### config.mk
export PLATFORM = sky130hd
export DESIGN_NAME = button_debouncer_flat
export DESIGN_NICKNAME = d
export VERILOG_FILES = /design/src/rtl/button_debouncer_if.sv /design/src/rtl/button_debouncer.sv /design/src/flat_wrapper.sv
export SDC_FILE = /design/constraint.sdc
export NUM_CORES = 1
export LEC_CHECK = 0
export ABC_AREA = 1
export CORE_AREA = 2 2 39 41
export CTS_CLUSTER_DIAMETER = 60
export DETAILED_ROUTE_END_ITERATION = 10
export DIE_AREA = 0 0 41 43
export GPL_ROUTABILITY_DRIVEN = 0
export PLACE_DENSITY = 0.75
export RECOVER_POWER = 50
export REMOVE_ABC_BUFFERS = 1
export SYNTH_ARGS = -nofsm -noshare
export SYNTH_HDL_FRONTEND = slang
export SYNTH_SLANG_ARGS = --single-unit
export TNS_END_PERCENT = 5
### constraint.sdc
create_clock -name clk -period 1.1 [get_ports clk]
set_input_delay 0.11 -clock clk [delete_from_list [all_inputs] [get_ports clk]]
set_output_delay 0.11 -clock clk [all_outputs]
set_load 0.02 [all_outputs]
### src/rtl/button_debouncer_if.sv
// Signal bundle between the raw button pad and the debouncer outputs.
// The master side drives the pin; the slave side is the debouncer.
interface button_debouncer_if;
   logic btn_n;
   logic pressed;
   logic press_pulse;
   logic release_pulse;
   logic long_pulse;
   logic toggle;

   modport master (
      output btn_n,
      input  pressed,
      input  press_pulse,
      input  release_pulse,
      input  long_pulse,
      input  toggle
   );

   modport slave (
      input  btn_n,
      output pressed,
      output press_pulse,
      output release_pulse,
      output long_pulse,
      output toggle
   );
endinterface

### src/rtl/button_debouncer.sv
// Synchronises and debounces an active-low push button into level, edge pulses and a toggle.
// Define LONG_PRESS_EN to build the hold counter and long_pulse output.
module button_debouncer #(
   parameter int unsigned DEBOUNCE_CYCLES   = 16,
   parameter int unsigned LONG_PRESS_CYCLES = 1024
) (
   input logic                clk,
   input logic                rst,
   button_debouncer_if.slave  btn_if
);

   localparam int unsigned CntW = (DEBOUNCE_CYCLES > 1) ? $clog2(DEBOUNCE_CYCLES) : 1;
   localparam logic [CntW-1:0] CntMax = CntW'(DEBOUNCE_CYCLES - 1);

   if (DEBOUNCE_CYCLES < 2 || LONG_PRESS_CYCLES < 1) begin : g_param_check
      $error("button_debouncer: DEBOUNCE_CYCLES must be >= 2 and LONG_PRESS_CYCLES >= 1");
   end

   typedef enum logic [1:0] {StIdle, StPressWait, StHeld, StReleaseWait} state_e;

   state_e          state_q, state_d;
   logic [CntW-1:0] cnt_q, cnt_d;
   logic            sync1_q, sync2_q;
   logic            pressed_q, pressed_d;
   logic            press_pulse_q, press_pulse_d;
   logic            release_pulse_q, release_pulse_d;
   logic            toggle_q, toggle_d;
   logic            btn_s;

   assign btn_s = ~sync2_q;

   always_ff @(posedge clk or posedge rst) begin
      if (rst) begin
         sync1_q         <= 1'b1;
         sync2_q         <= 1'b1;
         state_q         <= StIdle;
         cnt_q           <= '0;
         pressed_q       <= 1'b0;
         press_pulse_q   <= 1'b0;
         release_pulse_q <= 1'b0;
         toggle_q        <= 1'b0;
      end else begin
         sync1_q         <= btn_if.btn_n;
         sync2_q         <= sync1_q;
         state_q         <= state_d;
         cnt_q           <= cnt_d;
         pressed_q       <= pressed_d;
         press_pulse_q   <= press_pulse_d;
         release_pulse_q <= release_pulse_d;
         toggle_q        <= toggle_d;
      end
   end

   always_comb begin
      state_d         = state_q;
      cnt_d           = cnt_q;
      pressed_d       = pressed_q;
      press_pulse_d   = 1'b0;
      release_pulse_d = 1'b0;
      toggle_d        = toggle_q;
      unique case (state_q)
         StIdle: begin
            if (btn_s) begin
               state_d = StPressWait;
               cnt_d   = '0;
            end
         end
         StPressWait: begin
            if (!btn_s) begin
               state_d = StIdle;
            end else if (cnt_q == CntMax) begin
               state_d       = StHeld;
               press_pulse_d = 1'b1;
               pressed_d     = 1'b1;
               toggle_d      = ~toggle_q;
            end else begin
               cnt_d = cnt_q + CntW'(1);
            end
         end
         StHeld: begin
            if (!btn_s) begin
               state_d = StReleaseWait;
               cnt_d   = '0;
            end
         end
         StReleaseWait: begin
            // A press seen here is a bounce on release: stay logically pressed.
            if (btn_s) begin
               state_d = StHeld;
            end else if (cnt_q == CntMax) begin
               state_d         = StIdle;
               release_pulse_d = 1'b1;
               pressed_d       = 1'b0;
            end else begin
               cnt_d = cnt_q + CntW'(1);
            end
         end
         default: state_d = StIdle;
      endcase
   end

`ifdef LONG_PRESS_EN
   localparam int unsigned     HcntW    = $clog2(LONG_PRESS_CYCLES + 1);
   localparam logic [HcntW-1:0] HcntSat  = HcntW'(LONG_PRESS_CYCLES);
   localparam logic [HcntW-1:0] HcntFire = HcntW'(LONG_PRESS_CYCLES - 1);

   logic [HcntW-1:0] hcnt_q, hcnt_d;
   logic             long_pulse_q, long_pulse_d;

   always_ff @(posedge clk or posedge rst) begin
      if (rst) begin
         hcnt_q       <= '0;
         long_pulse_q <= 1'b0;
      end else begin
         hcnt_q       <= hcnt_d;
         long_pulse_q <= long_pulse_d;
      end
   end

   // Saturating at LONG_PRESS_CYCLES (one past the fire value) limits the pulse to once per press.
   always_comb begin
      hcnt_d       = hcnt_q;
      long_pulse_d = 1'b0;
      if (press_pulse_d) begin
         hcnt_d       = '0;
         long_pulse_d = (LONG_PRESS_CYCLES == 1);
      end else if ((state_q == StHeld || state_q == StReleaseWait) && hcnt_q != HcntSat) begin
         hcnt_d       = hcnt_q + HcntW'(1);
         long_pulse_d = (hcnt_d == HcntFire);
      end
   end

   assign btn_if.long_pulse = long_pulse_q;
`else
   assign btn_if.long_pulse = 1'b0;
`endif

   assign btn_if.pressed       = pressed_q;
   assign btn_if.press_pulse   = press_pulse_q;
   assign btn_if.release_pulse = release_pulse_q;
   assign btn_if.toggle        = toggle_q;

endmodule

### src/flat_wrapper.sv
// flat-port wrapper written by rule: the top's interface ports become plain ports
module button_debouncer_flat 
#(
   parameter int unsigned DEBOUNCE_CYCLES   = 16,
   parameter int unsigned LONG_PRESS_CYCLES = 1024
)
  (clk, rst, btn_if_btn_n, btn_if_pressed, btn_if_press_pulse, btn_if_release_pulse, btn_if_long_pulse, btn_if_toggle);
  button_debouncer_if btn_if_i ();
  input logic clk;
  input logic rst;
  input wire logic [$bits(btn_if_i.btn_n)-1:0] btn_if_btn_n;
  output wire logic [$bits(btn_if_i.pressed)-1:0] btn_if_pressed;
  output wire logic [$bits(btn_if_i.press_pulse)-1:0] btn_if_press_pulse;
  output wire logic [$bits(btn_if_i.release_pulse)-1:0] btn_if_release_pulse;
  output wire logic [$bits(btn_if_i.long_pulse)-1:0] btn_if_long_pulse;
  output wire logic [$bits(btn_if_i.toggle)-1:0] btn_if_toggle;
  assign btn_if_i.btn_n = btn_if_btn_n;
  assign btn_if_pressed = btn_if_i.pressed;
  assign btn_if_press_pulse = btn_if_i.press_pulse;
  assign btn_if_release_pulse = btn_if_i.release_pulse;
  assign btn_if_long_pulse = btn_if_i.long_pulse;
  assign btn_if_toggle = btn_if_i.toggle;
  button_debouncer #(.DEBOUNCE_CYCLES(DEBOUNCE_CYCLES), .LONG_PRESS_CYCLES(LONG_PRESS_CYCLES)) u_core (.clk(clk), .rst(rst), .btn_if(btn_if_i));
endmodule
==> run_results.csv <==
group,metric,value,unit
detailed_routing,drt_iter0_markers,4,
floorplanning,io_pins,8,
synthesis,synthSimpleGateAreaFrac,23.60,%
layout,antenna_cells,0,
hold_path,hold_end,"u_core.sync1_q",
timing,rsz0062_at_grt,"yes",
synthesis,synth_top_family_by_area,"simple AND/OR/NAND/NOR gates",
floorplanning,die_x,41,um
global_routing,grt_pass1_vias,412,
clocking,path_clk_slew,0.08,ns
timing,setup_slack,-0.05560,ns
pwr,seq_power_share,51.0,%
synthesis,syn_area_per_cell,10.30,um2
clocking,cts_buffer_depth,2,
synthesis,yosys-top-cells-area,"dfrtp_1, dfstp_2, nand2_1",
detailed_routing,dr.pass1.iters,3,
worst_setup_path,r2r_slack,-0.06,ns
timing,final-setup-viol-count,6,
floorplanning,fp.dieH,43,um
timing,tns,-0.2559,ns
worst_setup_path,crit_path_max_fanout,9,
clocking,cts_root_buf,"clkbuf_4",
synthesis,yosys.area.top_type,"dfrtp_1",
timing,max_freq,865.4,MHz
worst_setup_path,arrival,1.37,ns
global_routing,grt_usage,13.94,%
worst_setup_path,crit_chain,"ha_2 > nand2_2 > nor2_4 > inv_4 > nand2_8 > nand2_1 > o21ai_2",
layout,syn2layout_area_growth,26.87,%
worst_setup_path,cp_num_buf_inv,1,
outcome,status,"finished with violations",
layout,drive_gt1_share,40.91,%
detailed_routing,routed.top_layer,"met4",
hold_path,hold_path_depth,1,
synthesis,synth_mux_area_share,0,%
worst_setup_path,end_kind,"register",
placement,port_buffers,6,
worst_setup_path,r2r-end,"u_core.cnt_q[2]",
synthesis,synth_compound_area_share,8.411,%
pwr,power_switching,0.0002226,W
detailed_routing,vias,389,
clocking,cts_tree,"built",
pwr,p_int,0.0007116,W
worst_setup_path,crit_path_max_incr_delay,0.38,ns
synthesis,synth_top_area_share,46.73,%
detailed_routing,route.met2.wl,428,um
hold_path,min_path_type,"primary input to register",
pwr,p_leak,0.3381,nW
layout,layout.nets,71,
synthesis,netlist_area,535.5,um2
global_routing,grt_max_degree,10,
worst_setup_path,slowest_stage,"dfrtp_1",
clocking,worstSkewPairLatency,0.28,ns
worst_setup_path,reg2reg_depth,7,
global_routing,antenna_found_initial,0,
synthesis,yosys.area_share.xor_xnor,1.636,%
synthesis,ys_types,20,
run,maxCapViolCount,0,
worst_setup_path,cp_num_cells,7,
synthesis,synth_fa_ha_area_share,2.336,%
global_routing,grt-ovfl-total,0,
synthesis,syn-instance-count,52,
floorplanning,core_region_area,1384,um2
outcome,violations,"setup timing",
timing,skew,0.002606,ns
floorplanning,row_count,14,
detailed_routing,postRouteAntennaNets,0,
worst_setup_path,startpoint_type,"register",
clocking,cts_buffers,3,
detailed_routing,route.met3.wl,23,um
detailed_routing,routedWlPerCell,10.37,um
synthesis,ys_warn_count,0,
detailed_routing,drt-total-wl,850,um
timing,fin_crit_sh,105.1,%
detailed_routing,route.detailed.drc,0,
worst_setup_path,crit_required,1.31,ns
floorplanning,initial_utilization,38.70,%
timing,layout_min_cycle_time,1.156,ns
clocking,cts_hold_buf,0,
worst_setup_path,crit_type,"register to register",
pwr,combPwrFrac,11.0,%
pwr,ir_drop,0.7742,mV
timing,timing.hold.ws,0.2398,ns
pwr,pwr_density_cell,1375,nW/um2
pwr,p_clk_share,38.0,%
layout,post-route-util,49.10,%
global_routing,grt_first_pass_wirelength,1.552,mm
hold_path,hold_start,"btn_if_btn_n",
detailed_routing,viasPerCell,4.744,
layout,fillCellCount,138,
timing,hold_violations,0,
synthesis,seq_area_frac_synth,56.54,%
placement,dp_hpwl,666.1,um
floorplanning,die_area,1763,um2
worst_setup_path,r2r-start,"u_core.cnt_q[0]",
clocking,cts_num_sinks,12,
timing,final-max-slew-violation-count,0,
synthesis,synth_seq_cells,12,
detailed_routing,m1WireLength,368,um
pwr,swShare,23.83,%
clocking,htree_levels,1,
worst_setup_path,crit_family,"flip-flops",
-- state kept, by name, indices dropped and copies added (netlist names), named ones only --
| name | count |
|---|---|
| u_core.sync1_q | 1 |
| u_core.btn_if.release_pulse | 1 |
| u_core.cnt_q | 4 |
| u_core.state_q | 1 |
| u_core.btn_if.press_pulse | 1 |
| u_core.sync2_q | 1 |
| u_core.btn_if.pressed | 1 |
| u_core.btn_if.toggle | 1 |
-- how the worst max path moves through the flow --
stage | from | endpoint | slack, ns
3_3_place_gp | u_core.cnt_q[0] | u_core.cnt_q[1] | -0.02
6_report | u_core.cnt_q[0] | u_core.cnt_q[2] | -0.06
3_5_place_dp | u_core.cnt_q[0] | u_core.btn_if.pressed | -0.06
2_1_floorplan | u_core.cnt_q[0] | u_core.btn_if.pressed | -0.03
5_1_grt | u_core.cnt_q[0] | u_core.cnt_q[2] | -0.14
4_1_cts | u_core.cnt_q[0] | u_core.btn_if.toggle | -0.06
-- cell usage after synthesis, drive strengths merged --
cell type  number
dfrtp          10
inv             7
nand2          14
conb            1
nand3           3
dfstp           2
or2             1
xnor2           1
o21ai           5
a21oi           1
buf             1
nor2            4
ha              1
nand4           1
-- cell families after synthesis --
kind of cell | count (synthesis)
adder cells (fa/ha/maj) | 1
other | 1
AO/OA/AOI/OAI | 6
buffers and inverters | 8
flip-flops | 12
AND/OR/NAND/NOR | 23
XOR/XNOR | 1
-- stage by stage --
| step | power (W) | worst slack (ns) | instances | area, um2 |
|---|---|---|---|---|
| after floorplan | 0.0005435 | -0.02882 | 51 | 528.0 |
| final | 0.0009341 | -0.05560 | 82 | 679.4 |
| after global placement | 0.0005829 | -0.02455 | 78 | 645.6 |
| after CTS | 0.0009561 | -0.05740 | 82 | 685.7 |
| after detailed placement | 0.0005888 | -0.06105 | 78 | 645.6 |
| after global routing | 0.0009853 | -0.1408 | 82 | 679.4 |
-- worst reg2reg max path, cell delays in order, from the launching register on --
cell	delay (ns)
dfrtp_1	0.38
ha_2	0.19
nand2_2	0.07
nor2_4	0.15
inv_4	0.07
nand2_8	0.10
nand2_1	0.07
o21ai_2	0.06
-- area by class of cell --
class	count	area [um2]	area share [%]
timing repair buffer	11	80.08	11.79
tap	16	20.02	2.947
multi-input combinational	32	211.5	31.12
inverter	7	28.78	4.236
clock buffer	4	36.28	5.341
sequential	12	302.8	44.57
-- cells in the final DEF (no fill, tap or decap), types with 2 or more instances in the layout --
| cell type | Yosys | routed |
|---|---|---|
| buf_4 | 1 | 3 |
| clkbuf_1 | 0 | 2 |
| dfrtp_1 | 10 | 10 |
| nand2_2 | 3 | 5 |
| clkbuf_4 | 0 | 3 |
| clkbuf_2 | 0 | 2 |
| dfstp_2 | 2 | 2 |
| nand2_1 | 10 | 8 |
| nor2_1 | 3 | 3 |
| inv_1 | 5 | 5 |
| o21ai_2 | 4 | 4 |
| nand3_1 | 3 | 3 |
| clkdlybuf4s15_1 | 0 | 2 |
-- power by group through the flow --
stage | registers, W | logic, W | clock network, W
floorplan | 0.000486 | 0.0000576 | 0
global placement | 0.000483 | 0.000100 | 0
detailed placement | 0.000484 | 0.000105 | 0
CTS | 0.000476 | 0.000110 | 0.000370
global route | 0.000478 | 0.000117 | 0.000390
finish | 0.000476 | 0.000103 | 0.000355
-- timing repair --
action                                  4_1_cts  5_1_grt
endpoints found under the setup margin       11       12
gates resized for setup                       8        6
pin swaps                                     2        1
setup buffers                                 0        0
-- routing by layer --
layer	GRT usage (%)	vias to the layer above
li1	-	188
met5	0	-
met1	15.44	189
met3	3.141	4
met2	20.63	8
met4	12.67	0
Note: power is estimated with default switching activity, not from simulation.
